<file path="config.mk">
export PLATFORM = sky130hd
export DESIGN_NAME = branch_repair_issuer
export DESIGN_NICKNAME = d
export VERILOG_FILES = /design/src/rtl/branch_repair_issuer_pkg.sv /design/src/rtl/branch_repair_issuer_fifo.sv /design/src/rtl/branch_repair_issuer.sv
export SDC_FILE = /design/constraint.sdc
export NUM_CORES = 1
export LEC_CHECK = 0
export ABC_CLOCK_PERIOD_IN_PS = 6400
export BUFFER_PORTS_ARGS = -buffer_cell sky130_fd_sc_hd__buf_2
export CAP_MARGIN = 20
export CORE_MARGIN = 5
export CORE_UTILIZATION = 64
export CTS_BUF_LIST = sky130_fd_sc_hd__clkbuf_8
export CTS_CLUSTER_DIAMETER = 80
export CTS_CLUSTER_SIZE = 25
export DETAILED_ROUTE_END_ITERATION = 10
export PLACE_DENSITY = 0.87
export SLEW_MARGIN = 20
export SYNTH_ARGS = -nofsm -noshare
export SYNTH_HDL_FRONTEND = slang
export SYNTH_SLANG_ARGS = --single-unit
</file>
<file path="constraint.sdc">
create_clock -name clk -period 6.4 [get_ports clk]
set_input_delay 0.32 -clock clk [delete_from_list [all_inputs] [get_ports clk]]
set_output_delay 0.32 -clock clk [all_outputs]
set_load 0.05 [all_outputs]
</file>
<file path="src/rtl/branch_repair_issuer_pkg.sv">
// Shared action codes, widths and helpers for the branch repair issuer.
package branch_repair_issuer_pkg;

  localparam int REPAIR_ACTION  = 2;
  localparam int ALL_CHECKPOINT = 16;

  localparam logic [1:0] REPAIR_NONE  = 2'd0;
  localparam logic [1:0] REPAIR_TRAIN = 2'd1;
  localparam logic [1:0] REPAIR_TAKE  = 2'd2;
  localparam logic [1:0] REPAIR_DEST  = 2'd3;

  localparam logic [31:0] DELAY_SLOT_OFF = 32'd8;

  typedef enum logic {
    NORMAL,
    SQUASH
  } state_t;

  // Not-taken/not-taken agrees regardless of the target fields.
  function automatic logic [1:0] classify(
    input logic        pred_take,
    input logic [31:0] pred_dest,
    input logic        real_take,
    input logic [31:0] real_dest
  );
    logic [1:0] act;
    act = REPAIR_TRAIN;
    if (pred_take != real_take)
      act = REPAIR_TAKE;
    else if (real_take && (pred_dest != real_dest))
      act = REPAIR_DEST;
    return act;
  endfunction

endpackage

</file>
<file path="src/rtl/branch_repair_issuer_fifo.sv">
// Generic synchronous FIFO with flush for queued repair actions.
module repair_fifo #(
  parameter int DEPTH = 4,
  parameter int W     = 8
) (
  input  logic         clk,
  input  logic         rst,
  input  logic         flush,
  input  logic         push,
  input  logic [W-1:0] din,
  input  logic         pop,
  output logic [W-1:0] dout,
  output logic         full,
  output logic         empty
);

  localparam int AW = $clog2(DEPTH);

  logic [W-1:0]  mem [DEPTH];
  logic [AW-1:0] wr_ptr;
  logic [AW-1:0] rd_ptr;
  logic [AW:0]   cnt;
  logic          do_push;
  logic          do_pop;

  assign full    = (cnt == (AW+1)'(DEPTH));
  assign empty   = (cnt == '0);
  assign dout    = mem[rd_ptr];
  // A slot freed by a pop only becomes writable next cycle.
  assign do_push = push && !full;
  assign do_pop  = pop && !empty;

  always_ff @(posedge clk) begin
    if (rst || flush) begin
      wr_ptr <= '0;
      rd_ptr <= '0;
      cnt    <= '0;
    end else begin
      if (do_push) wr_ptr <= wr_ptr + 1'b1;
      if (do_pop)  rd_ptr <= rd_ptr + 1'b1;
      cnt <= cnt + (AW+1)'(do_push)
                 - (AW+1)'(do_pop);
    end
  end

  always_ff @(posedge clk) begin
    if (do_push) mem[wr_ptr] <= din;
  end

endmodule

</file>
<file path="src/rtl/branch_repair_issuer.sv">
// Compares resolved branches with predictions and issues repairs/redirects.
// Optional perf counters enabled by defining BRU_PERF_STATS_EN.
module branch_repair_issuer
  import branch_repair_issuer_pkg::*;
#(
  parameter int DEPTH  = 4,
  parameter int CKPT_W = ALL_CHECKPOINT,
  parameter int ACT_W  = REPAIR_ACTION
) (
  input  logic              clk,
  input  logic              rst,
  input  logic              res_valid_i,
  output logic              res_ready_o,
  input  logic [31:0]       res_vaddr_i,
  input  logic              res_predTake_i,
  input  logic [31:0]       res_predDest_i,
  input  logic              res_realTake_i,
  input  logic [31:0]       res_realDest_i,
  input  logic [CKPT_W-1:0] res_checkPoint_i,
  input  logic              repair_stall_i,
  input  logic              flush_i,
  input  logic              flush_done_i,
  output logic [ACT_W-1:0]  FU_repairAction_w_o,
  output logic [CKPT_W-1:0] FU_allCheckPoint_w_o,
  output logic [31:0]       FU_erroVAddr_w_o,
  output logic              FU_correctTake_w_o,
  output logic [31:0]       FU_correctDest_w_o,
  output logic              redirect_valid_o,
  output logic [31:0]       redirect_vaddr_o
`ifdef BRU_PERF_STATS_EN
  ,
  output logic [31:0]       perf_resolve_o,
  output logic [31:0]       perf_mispred_o
`endif
);

  localparam int EW = ACT_W + CKPT_W + 65;

  state_t          state;
  state_t          state_n;
  logic [1:0]      cls;
  logic            mis;
  logic            accept;
  logic            push;
  logic            bypass;
  logic            pop;
  logic            full;
  logic            empty;
  logic [EW-1:0]   entry;
  logic [EW-1:0]   head;
  logic [31:0]     target;

  assign cls = classify(res_predTake_i, res_predDest_i,
                        res_realTake_i, res_realDest_i);
  assign mis = (cls != REPAIR_TRAIN);

  assign res_ready_o = (state == SQUASH) || !full;
  assign accept = res_valid_i && res_ready_o && !flush_i;
  assign push   = accept && (state == NORMAL);
  // Empty queue and free bus: go straight to the bus for 1-cycle latency.
  assign bypass = push && empty && !repair_stall_i;
  assign pop    = !empty && !repair_stall_i && !flush_i;

  assign entry = {ACT_W'(cls), res_checkPoint_i, res_vaddr_i,
                  res_realTake_i, res_realDest_i};

  assign target = res_realTake_i ? res_realDest_i
                                 : res_vaddr_i + DELAY_SLOT_OFF;

  repair_fifo #(
    .DEPTH (DEPTH),
    .W     (EW)
  ) u_fifo (
    .clk   (clk),
    .rst   (rst),
    .flush (flush_i),
    .push  (push && !bypass),
    .din   (entry),
    .pop   (pop),
    .dout  (head),
    .full  (full),
    .empty (empty)
  );

  always_ff @(posedge clk) begin
    if (rst) begin
      FU_repairAction_w_o  <= '0;
      FU_allCheckPoint_w_o <= '0;
      FU_erroVAddr_w_o     <= '0;
      FU_correctTake_w_o   <= 1'b0;
      FU_correctDest_w_o   <= '0;
    end else if (bypass) begin
      {FU_repairAction_w_o, FU_allCheckPoint_w_o,
       FU_erroVAddr_w_o, FU_correctTake_w_o,
       FU_correctDest_w_o} <= entry;
    end else if (pop) begin
      {FU_repairAction_w_o, FU_allCheckPoint_w_o,
       FU_erroVAddr_w_o, FU_correctTake_w_o,
       FU_correctDest_w_o} <= head;
    end else begin
      FU_repairAction_w_o <= '0;
    end
  end

  always_ff @(posedge clk) begin
    if (rst) begin
      redirect_valid_o <= 1'b0;
      redirect_vaddr_o <= '0;
    end else begin
      redirect_valid_o <= push && mis;
      if (push && mis) redirect_vaddr_o <= target;
    end
  end

  always_ff @(posedge clk) begin
    if (rst) state <= NORMAL;
    else     state <= state_n;
  end

  always_comb begin
    state_n = state;
    if (flush_i) begin
      state_n = NORMAL;
    end else begin
      case (state)
        NORMAL: if (push && mis) state_n = SQUASH;
        SQUASH: if (flush_done_i) state_n = NORMAL;
        default: state_n = NORMAL;
      endcase
    end
  end

`ifdef BRU_PERF_STATS_EN
  always_ff @(posedge clk) begin
    if (rst) begin
      perf_resolve_o <= '0;
      perf_mispred_o <= '0;
    end else begin
      if (push && (perf_resolve_o != '1))
        perf_resolve_o <= perf_resolve_o + 1'b1;
      if (push && mis && (perf_mispred_o != '1))
        perf_mispred_o <= perf_mispred_o + 1'b1;
    end
  end
`endif

endmodule

</file>
## Yosys cells after proc, flatten, opt, wreduce, memory -nomap -nowiden

Memories as Yosys holds them, arrays and structs flattened. A register that Yosys moved wholly into a read port is not among the register bits.
Cells that the tools add are included.

- RAM bits: 332
- Logic and storage cells: 64
- Flip-flop bits (word level): 124
- Memories: 1
- Input port bits: 120

Memory list:

| name | words | width | read ports | clocked after Yosys merged registers in | wr ports | line | RTL |
|---|---|---|---|---|---|---|---|
| u_fifo.mem | 4 | 83 | 1 | 1 | 1 | branch_repair_issuer_fifo.sv:19 | `logic [W-1:0] mem [DEPTH];` |

- Add/subtract/negate cells: 5
- Bitwise logic cells: 1
- Mux-type cells: 20
- Reductions and logical operators: 22
- Equality and inequality tests: 4

Operator list:

| cell | number |
|---|---|
| $mux 32 | 5 |
| $add 32x4->32 const B | 1 |
| $mux 16 | 2 |
| $ne 32x32->1 | 1 |
| $logic_and 1x1->1 | 12 |
| $mux 2 | 6 |
| $mux 1 | 6 |
| $logic_not 1->1 | 5 |
| $add 2x1->2 const B | 2 |
| $add 3x1->3 | 1 |
| $eq 3x3->1 const B | 1 |
| $logic_not 3->1 | 1 |
| $sub 3x1->3 | 1 |
| $logic_or 1x1->1 | 2 |
| $ne 2x1->1 const B | 1 |
| $pmux 1 s2 | 1 |
| $reduce_bool 2->1 | 1 |
| $reduce_or 2->1 | 1 |
| $ne 1x1->1 | 1 |
| $not 1->1 | 1 |

## Longest topological paths before layout

Gate-level depths: netlist (run 1).

- Word-level depth: 13
- Mapped depth: 10
- Depth with buffers taken out: 9

## Cells and area by module

A second synthesis (run 1) with hierarchy kept.

- Cells, all modules: 1,180
- Area total of the unflattened synthesis: 18,637.9 um2

By module, submodules not included:

| module | cells each | area each (um2) | times used |
|---|---|---|---|
| repair_fifo | 483 | 12,464.5 | 1 |
| branch_repair_issuer | 697 | 6,173.4 | 1 |

## Worst setup path before layout (run 1)

OpenSTA, ideal clock, no wires.

- Path kind: register -> register
- From: reg u_fifo.cnt[1]
- To: mem u_fifo.mem[0][0] in the netlist's numbering (enable)
- Arrival: 3.185 ns
- Clock period less this slack: 3.636 ns
- Path buffers: 0
- Library setup time: 0.451 ns
- Stages on the path, launching flop included: 5
- Path slack: 2.764 ns
- Cell sequence: dfxtp_1 > nor2_1 > a2111o_1 > nor2_2 > and2_1

- Longest elaborated chain between the ends: 13

Ends and longest elaborated chain:

| element | line | RTL |
|---|---|---|
| from (decl) | branch_repair_issuer_fifo.sv:22 | `logic [AW:0] cnt;` |
| from (signal assigned) | branch_repair_issuer_fifo.sv:41 | `cnt <= cnt + (AW+1)'(do_push)` |
| $eq 3x3->1 | branch_repair_issuer_fifo.sv:26 | `assign full = (cnt == (AW+1)'(DEPTH));` |
| $logic_not 1->1 | branch_repair_issuer_fifo.sv:30, branch_repair_issuer.sv:57 |  |
| $logic_or 1x1->1 | branch_repair_issuer.sv:57 | `assign res_ready_o = (state == SQUASH) \|\| !full;` |
| $logic_and 1x1->1 (2 in a row) | branch_repair_issuer.sv:58 | `assign accept = res_valid_i && res_ready_o && !flush_i;` |
| $logic_and 1x1->1 | branch_repair_issuer.sv:59 | `assign push = accept && (state == NORMAL);` |
| $logic_and 1x1->1 (2 in a row) | branch_repair_issuer.sv:61 | `assign bypass = push && empty && !repair_stall_i;` |
| $logic_not 1->1 | branch_repair_issuer.sv:77 | `.push (push && !bypass),` |
| $logic_and 1x1->1 | branch_repair_issuer.sv:77 |  |
| $logic_and 1x1->1 (*) | branch_repair_issuer_fifo.sv:30 | `assign do_push = push && !full;` |
| $mux 1 (*) | branch_repair_issuer_fifo.sv:47 | `if (do_push) mem[wr_ptr] <= din;` |
| $mux 1 (not written as such) (*) | branch_repair_issuer_fifo.sv:47 |  |
| to (decl) | branch_repair_issuer_fifo.sv:19 |  |

Mark *: on every way between the ends. The rest lies on a longest branch, timed or not.

## Worst setup path in the final report (run 1)

- From: in res_realDest_i[3]
- To: reg redirect_vaddr_o[26]

- Longest elaborated chain between the ends: 6

Ends and longest elaborated chain:

| element | line | RTL |
|---|---|---|
| from (decl) | branch_repair_issuer.sv:18 | `input logic [31:0] res_realDest_i,` |
| $ne 32x32->1 | branch_repair_issuer_pkg.sv:30 | `else if (real_take && (pred_dest != real_dest))` |
| $logic_and 1x1->1 | branch_repair_issuer_pkg.sv:30 |  |
| $mux 2 | branch_repair_issuer_pkg.sv:30 |  |
| $mux 2 | branch_repair_issuer_pkg.sv:28 | `if (pred_take != real_take)` |
| $ne 2x1->1 | branch_repair_issuer.sv:55 | `assign mis = (cls != REPAIR_TRAIN);` |
| $logic_and 1x1->1 | branch_repair_issuer.sv:111 | `if (push && mis) redirect_vaddr_o <= target;` |
| to (signal assigned) | branch_repair_issuer.sv:111 |  |
| to (decl) | branch_repair_issuer.sv:29 | `output logic [31:0] redirect_vaddr_o` |

No other way between the ends.
A chain may end at the register's enable or synchronous reset.

==> results of run 1 <==
-- power breakdown --
part / internal [mW] / switching (mW) / total (mW)
sequential: 3.24 / 0.0276 / 3.26
clock: 0.349 / 0.852 / 1.20
combinational: 0.153 / 0.357 / 0.511
total: 3.74 / 1.24 / 4.97
-- kinds of logic (layout without fill, tap and decap cells) --
family                   count (synthesis)  in the layout
adder cells (fa/ha/maj)                  8              8
buffers and inverters                  104            353
XOR/XNOR                                65             65
AO/OA/AOI/OAI                          268            268
AND/OR/NAND/NOR                        195            195
other                                    0              2
multiplexers                            87             87
flip-flops                             458            458
-- registers in the layout, indices dropped and copies added, names as in the netlist, named ones only --
signal                flops
state                     1
u_fifo.rd_ptr             2
u_fifo.mem              332
FU_allCheckPoint_w_o     16
FU_correctTake_w_o        1
redirect_valid_o          1
redirect_vaddr_o         32
u_fifo.cnt                3
u_fifo.wr_ptr             2
FU_repairAction_w_o       2
FU_erroVAddr_w_o         32
FU_correctDest_w_o       32
-- path summary, 6_finish.rpt --
path / cells past startpoint / endpoint / slack (ps)
setup / recovery: 8 / redirect_vaddr_o[26]$_SDFFE_PP0P_ / 3110
hold / removal: 1 / u_fifo.mem[0][2]$_DFFE_PP_ / 20
setup reg to reg: 5 / u_fifo.mem[3][54]$_DFFE_PP_ / 3270
hold reg to reg: 2 / FU_correctDest_w_o[0]$_SDFFE_PP0P_ / 460
-- Yosys cell counts (6+ instances only) --
master / instances / area (um^2)
nor4_1: 7 / 43.8
nand2_1: 96 / 360
edfxtp_1: 332 / 9970
nor2_1: 23 / 86.3
and3_1: 6 / 37.5
ha_1: 7 / 87.6
buf_6: 8 / 90.1
nand4_1: 16 / 100
a21oi_1: 114 / 571
clkbuf_1: 44 / 165
inv_1: 26 / 97.6
xnor2_1: 53 / 464
dfxtp_1: 126 / 2520
o211ai_1: 17 / 128
mux4_2: 83 / 1870
nor3_1: 8 / 40.0
o21ai_0: 39 / 195
a22oi_1: 82 / 616
xor2_1: 12 / 105
nand3_1: 15 / 75.1
buf_2: 21 / 105
-- worst max-delay path: stages --
cell and delay (ps):
dlygate4sd3_1 530, buf_2 170, xnor2_1 320, nand4_1 170, nor4_1 520, nand3_1 650
nand2_1 860, o21ai_0 210
-- metal layers --
metal  vias to the layer above  share of wire, %
met5                         -             0.016
met4                         2               3.5
met3                        90                11
met2                       732                49
met1                      5824                36
li1                       5028                 -
-- final cells by class --
class,instances,area share [%]
sequential,458,61.3
multi-input combinational,623,25.6
clock inverter,17,0.392
antenna,2,0.0245
inverter,26,0.478
clock buffer,23,1.55
tap,378,2.32
timing repair buffer,287,8.34
-- metrics by stage --
stage          power [mW]  std cells  setup WS (ps)  hold WS, ps
2_1_floorplan        3.62       1185           2760          419
3_3_place_gp         3.80       1732           3250          439
3_5_place_dp         3.81       1732           3080          443
4_1_cts              4.97       1807           3270        0.209
5_1_grt              5.14       1813           2970         4.67
6_report             4.97       1814           3110         17.9
-- timing repair --
item,in CTS,in global routing
endpoints found under the hold margin,134,6
hold buffers,35,3
setup endpoints to repair,0,0
==> flow_summary.json, run 1 <==
{
  "grtUsageMet1_pct": 37.2,
  "rsz0062_at_grt": "false",
  "wl_um": 45100,
  "cp_max_fo": 23,
  "n_fill_cell": 1719,
  "synth-compound-area-share_pct": 9.11,
  "ys_ff_latch": 458,
  "crit_type": "in2reg",
  "setup_tns_ps": 0,
  "io_buffers": 236,
  "drc": 0,
  "slew_viol_final": 0,
  "outcome": "finished, final reports clean",
  "maxCapViolations": 0,
  "hold_viol": 0,
  "max_freq_ghz": 0.304,
  "synth_top_family_by_area": "multiplexers",
  "seqCellArea_um2": 12500,
  "async_reset_ff_share_pct": 0,
  "synth_fa_ha_area_share_pct": 0.592,
  "yosys_warnings": 0,
  "ir_drop_v": 0.000185,
  "drt_iter0_markers": 1443,
  "yosys.area_share.simple_pct": 5.30,
  "h-tree-depth": 1,
  "tightest_slew_ps": 1100,
  "multi_input_area_um2": 5230,
  "fin_nets": 1546,
  "rows": 61,
  "core_um2": 27900,
  "min_from": "res_realDest_i[2]",
  "period_share_pct": 51.4,
  "period_minus_slack_ps": 3290,
  "dieArea_um2": 31900,
  "synthesis.instances": 1185,
  "power.density_nw_per_um2": 244,
  "final_common_cell": "edfxtp_1",
  "synth_ff_type": "edfxtp_1",
  "placed_area_um2": 19600,
  "netlist_area_um2": 18200,
  "start_util_pct": 65.1,
  "grt_max_degree": 86,
  "grt.busiest_layer": "met2",
  "endpoint_kind": "register",
  "timing.rr.start": "u_fifo.cnt[1]$_SDFF_PP0_",
  "grt_pass1_vias": 11600,
  "via_per_inst": 6.44,
  "fin_worst_skew_ps": 34.7,
  "drt-wirelength-per-cell_um": 24.8,
  "utilization_pct": 73.0,
  "synth_xor_area_share_pct": 3.13,
  "ioPinCount": 237,
  "grt_use_total_pct": 28.2,
  "overflow": 0,
  "cts_setup_buffers": 0,
  "cts_tree": "yes",
  "numClockSinks": 458,
  "die_h_um": 179,
  "cp-start-kind": "input port",
  "grt_util_met2_pct": 46.6,
  "synth-seq-area-share_pct": 68.7,
  "hp-class": "in2reg",
  "ant_nets": 0,
  "clock-root-buffer": "clkbuf_8",
  "final_cell_mix": "332 x edfxtp_1, 235 x buf_2, 124 x dfxtp_1",
  "cts_buffers": 22,
  "startpoint": "res_realDest_i[3]",
  "cts.path.max_buffers": 3,
  "grt_pass1_wl_um": 67700,
  "design_area_um2": 20400,
  "synth_edf_count": 332,
  "power.leakage_nw": 6.95,
  "max-slew-margin-rel_pct": 26.5,
  "hpwl_um": 28600,
  "dieWidth_um": 179,
  "synthMuxAreaShare_pct": 10.5,
  "cts-resized-gates": 0,
  "vias": 11700,
  "path_clk_slew_ps": 150,
  "syn_nets": 1313,
  "clk_latency_ps": 620,
  "yosys.cell_types.count": 47,
  "area.growth.synth_to_final_pct": 12.2,
  "place.gp.congestion": 0.880,
  "drt_first_pass_iters": 6,
  "required_ps": 6870,
  "setup_viol": 0,
  "met3_usage_pct": 6.91,
  "drive_gt1_share_pct": 26.6,
  "antenna_found_initial": 3,
  "postSynthAreaPerCell_um2": 15.3,
  "cp_data_arrival_time_ps": 3750
}
Note: power is estimated with default switching activity, not from simulation.
==> run 2: changes to the inputs <==
- ABC_CLOCK_PERIOD_IN_PS: 6400 -> 3300
- CORE_UTILIZATION: 64 -> 60
- PLACE_DENSITY: 0.87 -> 0.82
- clock period: 6.4 -> 3.3 ns (I/O delays scaled with it)
==> run 2 against run 1 <==
Against the previous run: non-clock buffer count is 63 higher; die area increased by 6.3%; clock skew shrank 3.1 ps; critical path depth decreased by 3; global-route usage decreased by 1.3 points; largest cell class unchanged; combinational power up 100%.
==> flow_summary.json, run 2 (same netlist as run 1, synthesis figures left out) <==
{
  "endpoint_kind": "register",
  "ioPinCount": 237,
  "required_ps": 3580,
  "ant_nets": 0,
  "fin_ws_ps": 700,
  "clk_latency_ps": 620,
  "fin_nets": 1609,
  "place.gp.congestion": 0.864,
  "grt_use_total_pct": 26.9,
  "hp-class": "in2reg",
  "seqCellArea_um2": 12500,
  "maxCapViolations": 0,
  "cts_buffers": 22,
  "multi_input_area_um2": 5230,
  "dieArea_um2": 33900,
  "area.growth.synth_to_final_pct": 15.8,
  "top_register": "u_fifo.mem",
  "n_fill_cell": 1907,
  "h-tree-depth": 1,
  "start_util_pct": 61.0,
  "final_cell_mix": "332 x edfxtp_1, 235 x buf_2, 124 x dfxtp_1",
  "largest_reg_flops": 332,
  "ir_drop_v": 0.000261,
  "drt_iter0_markers": 1331,
  "cp_data_arrival_time_ps": 2880,
  "io_buffers": 236,
  "drt-wirelength-per-cell_um": 24.3,
  "rows": 63,
  "holdPathStages": 2,
  "dp_slack_ps": 743,
  "slew_viol_final": 0,
  "setup_tns_ps": 0,
  "period_share_pct": 78.8,
  "power.density_nw_per_um2": 459,
  "cp_max_fo": 28,
  "outcome": "finished, final reports clean",
  "r2r_cells": 5,
  "dieWidth_um": 184,
  "cp-start-kind": "register",
  "rsz0062_at_grt": "false",
  "crit_type": "reg2reg",
  "setup_viol": 0,
  "overflow": 0,
  "grt_max_degree": 84,
  "grt_pass1_vias": 11800,
  "cts_tree": "yes",
  "final_common_cell": "edfxtp_1",
  "clock-root-buffer": "clkbuf_8",
  "numClockSinks": 458,
  "period_minus_slack_ps": 2600,
  "core_um2": 29800,
  "fin_cells": 1888,
  "antenna_found_initial": 1,
  "fin_worst_skew_ps": 31.6,
  "dp_cells": 1762,
  "drt_first_pass_iters": 5,
  "power.leakage_nw": 7.24,
  "tightest_slew_ps": 1040,
  "hpwl_um": 30000,
  "hold_viol": 0,
  "drc": 0,
  "grt_pass1_wl_um": 70100,
  "drive_gt1_share_pct": 26.6,
  "die_h_um": 184,
  "via_per_inst": 6.26,
  "cts.path.max_buffers": 3,
  "max-slew-margin-rel_pct": 30.6,
  "wl_um": 45900,
  "vias": 11800,
  "path_clk_slew_ps": 140,
  "max_freq_ghz": 0.385
}
## run 2: changes by cell type in the layout (fill, tap and decap cells not counted), sizes merged
cell and delta:
diode -1, dlygate4sd3 +47, clkinv +1, buf +16, inv -2, clkinvlp +1
## run 2: layer usage
layer | GRT usage (%) | vias up | share of wire (%)
met4 | 8.78 | 0 | 3.5
met3 | 4.87 | 92 | 9.1
met2 | 44.3 | 664 | 49
met1 | 37.1 | 5911 | 38
met5 | 0 | - | 0
li1 | - | 5149 | -
## run 2: worst paths after layout
check | slack (ps) | from | endpoint
max reg2reg | 700 | u_fifo.cnt[1]$_SDFF_PP0_ | u_fifo.mem[1][8]$_DFFE_PP_
min reg2reg | 460 | FU_correctDest_w_o[4]$_SDFFE_PP0P_ | FU_correctDest_w_o[4]$_SDFFE_PP0P_
min | 90 | res_predTake_i | u_fifo.mem[1][81]$_DFFE_PP_
max | 700 | u_fifo.cnt[1]$_SDFF_PP0_ | u_fifo.mem[1][8]$_DFFE_PP_
## run 2: repair_timing
item | 4_1_cts | 5_1_grt
buffers inserted | 0 | 0
hold buffers | 85 | 0
hold endpoints to repair | 389 | 0
resized for setup | 0 | 0
## run 2: final cells by class
cell class              count  share of cell area (%)
well taps                 390                    2.32
clock buffers              23                    1.50
diodes                      1                  0.0119
inverters                  26                   0.463
flip-flops and latches    458                    59.3
multi-input cells         623                    24.8
clock inverters            17                   0.380
repair buffers            350                    11.2
## run 2: per-stage QoR
| step | cell area (um^2) | power (mW) | utilization (%) | hold slack [ps] |
|---|---|---|---|---|
| detailed placement | 19800 | 7.41 | 66.5 | 412 |
| global placement | 19800 | 7.38 | 66.5 | 406 |
| floorplan | 18200 | 7.03 | - | 264 |
| global route | 21100 | 9.99 | 70.7 | 70.8 |
| finish | 21100 | 9.67 | 70.7 | 88.4 |
| CTS | 21100 | 9.70 | 70.7 | 44.4 |
## run 2: worst max-delay path, cell delays in order (launching register included)
cell	delay, ps
dfxtp_1	470
nor2_1	90
a2111o_1	510
nor2_2	320
and2_4	500
buf_4	370
## run 2: power breakdown
group	total [mW]	leakage, nW	switching [mW]	internal, mW
Clock	2.30	0.252	1.63	0.672
Combinational	1.03	2.96	0.698	0.336
Sequential	6.34	4.02	0.0619	6.27
Total	9.67	7.24	2.39	7.28
==> run 3: changes to the inputs <==
- ABC_CLOCK_PERIOD_IN_PS: 3300 -> 2200
- CORE_UTILIZATION: 60 -> 54
- PLACE_DENSITY: 0.82 -> 0.78
- clock period: 3.3 -> 2.2 ns (I/O delays scaled with it)
==> run 3 against run 2 <==
Against the previous run: sequential share of layout area is 1.3 points lower; setup slack worse by 620 ps; sequential power is 50% higher; largest power group unchanged; power is 51% higher; register-to-register slack worse by 620 ps; final cell count is 4.4% higher; combinational power is 56% higher; largest cell class unchanged; flip-flop and latch count stayed put; critical path depth is 1 higher; die area is 10% higher; first-iteration DRC count is 16% lower; highest routed layer unchanged; routed wire length is 2.1% higher.
==> flow_summary.json, run 3 (same netlist as run 1, synthesis figures left out) <==
{
  "io_buffers": 236,
  "min_to": "redirect_vaddr_o[23]$_SDFFE_PP0P_",
  "via_per_inst": 6.01,
  "cts.path.max_buffers": 3,
  "max-slew-margin-rel_pct": 62.3,
  "dieArea_um2": 37500,
  "hold_slack_ps": 39.8,
  "clock-root-buffer": "clkbuf_8",
  "required_ps": 2720,
  "cp_data_arrival_time_ps": 2640,
  "grt_pass1_wl_um": 72300,
  "h-tree-depth": 1,
  "antenna_found_initial": 1,
  "holdPathStages": 4,
  "seqCellArea_um2": 12500,
  "setup_tns_ps": 0,
  "crit_type": "reg2reg",
  "cp-start-kind": "register",
  "r2r_cells": 6,
  "antennaDiodeCount": 0,
  "grt_max_degree": 82,
  "cts_tree": "yes",
  "drt_first_pass_iters": 5,
  "endpoint_kind": "register",
  "path_clk_slew_ps": 150,
  "overflow": 0,
  "fin_cells": 1971,
  "place.gp.congestion": 0.849,
  "grt_use_total_pct": 24.6,
  "period_minus_slack_ps": 2120,
  "dieWidth_um": 194,
  "largest_reg_flops": 332,
  "max_freq_ghz": 0.472,
  "drt-wirelength-per-cell_um": 23.8,
  "hold_viol": 0,
  "ant_nets": 0,
  "clk_latency_ps": 610,
  "dp_cells": 1840,
  "grt_pass1_vias": 12000,
  "placed_area_um2": 20200,
  "hpwl_um": 30900,
  "ir_drop_v": 0.000532,
  "cp_max_fo": 13,
  "r2r_end": "FU_erroVAddr_w_o[5]$_SDFFE_PP0P_",
  "drc": 0,
  "cts_buffers": 22,
  "rrSetupSlack_ps": 80,
  "timing.rr.start": "u_fifo.cnt[0]$_SDFF_PP0_",
  "numClockSinks": 458,
  "drt_iter0_markers": 1114,
  "maxCapViolations": 0,
  "power_mw": 14.6,
  "n_fill_cell": 2389,
  "core_um2": 33400,
  "multi_input_area_um2": 5260,
  "slew_viol_final": 0,
  "tightest_slew_ps": 566,
  "design_area_um2": 21500,
  "outcome": "finished, final reports clean",
  "die_h_um": 194,
  "hp-class": "in2reg",
  "start_util_pct": 54.5,
  "period_share_pct": 96.3,
  "vias": 11800,
  "setup_viol": 0,
  "top_register": "u_fifo.mem",
  "rows": 67,
  "fin_nets": 1635,
  "min_from": "res_realDest_i[23]",
  "ioPinCount": 237,
  "final_cell_mix": "332 x edfxtp_1, 235 x buf_2, 124 x dfxtp_1",
  "final_common_cell": "edfxtp_1",
  "fin_worst_skew_ps": 28.2,
  "area.growth.synth_to_final_pct": 18.4,
  "power.leakage_nw": 7.41,
  "wl_um": 46900,
  "drive_gt1_share_pct": 28.0,
  "power.density_nw_per_um2": 677
}
## run 3: how the worst max path moves through the flow
stage | end | depth (start not counted) | from
4_1_cts | state$_SDFF_PP0_ | 9 | res_realDest_i[16]
3_3_place_gp | redirect_vaddr_o[15]$_SDFFE_PP0P_ | 9 | res_realDest_i[4]
3_5_place_dp | redirect_vaddr_o[15]$_SDFFE_PP0P_ | 9 | res_realDest_i[4]
6_report | FU_erroVAddr_w_o[5]$_SDFFE_PP0P_ | 6 | u_fifo.cnt[0]$_SDFF_PP0_
5_1_grt | u_fifo.cnt[2]$_SDFF_PP0_ | 8 | u_fifo.cnt[0]$_SDFF_PP0_
2_1_floorplan | u_fifo.cnt[2]$_SDFF_PP0_ | 10 | u_fifo.cnt[1]$_SDFF_PP0_
## run 3: layer usage
metal,vias up,track usage (%),wire length (um)
li1,5209,-,-
met1,5998,33.7,18500
met2,560,41.6,23300
met3,81,3.98,3670
met4,0,6.48,1330
met5,-,0,0
## run 3: where the power goes
part | leakage (nW) | internal [mW] | switching [mW]
clock | 0.245 | 1.01 | 2.47
sequential | 4.02 | 9.41 | 0.0931
combinational | 3.14 | 0.547 | 1.06
total | 7.41 | 11.0 | 3.63
## run 3: final cells by class
class	count	share of cell area (%)
Clock buffer	23	1.47
Clock inverter	17	0.354
Inverter	26	0.453
Multi-Input combinational cell	623	24.4
Sequential cell	458	58.0
Tap cell	448	2.60
Timing Repair Buffer	376	12.7
## run 3: repair_timing
action,4_1_cts,5_1_grt
setup endpoints to repair,0,4
resized for setup,0,4
hold endpoints to repair,430,0
buffers inserted,0,3
hold buffers,88,0
## run 3: worst max-delay path, stage by stage, from the launching register on
cell      delay, ps
dfxtp_1         410
nor2_1           90
a2111o_1        480
and2b_4         450
buf_4           280
a22oi_1         140
a21oi_1         180
## run 3: through the flow
step / util, % / setup WS [ps]
finish: 64.6 / 80.6
global route: 64.6 / -23.0
CTS: 64.4 / 8.87
detailed placement: 60.6 / -28.2
global placement: 60.6 / 28.4
floorplan: - / 3.46
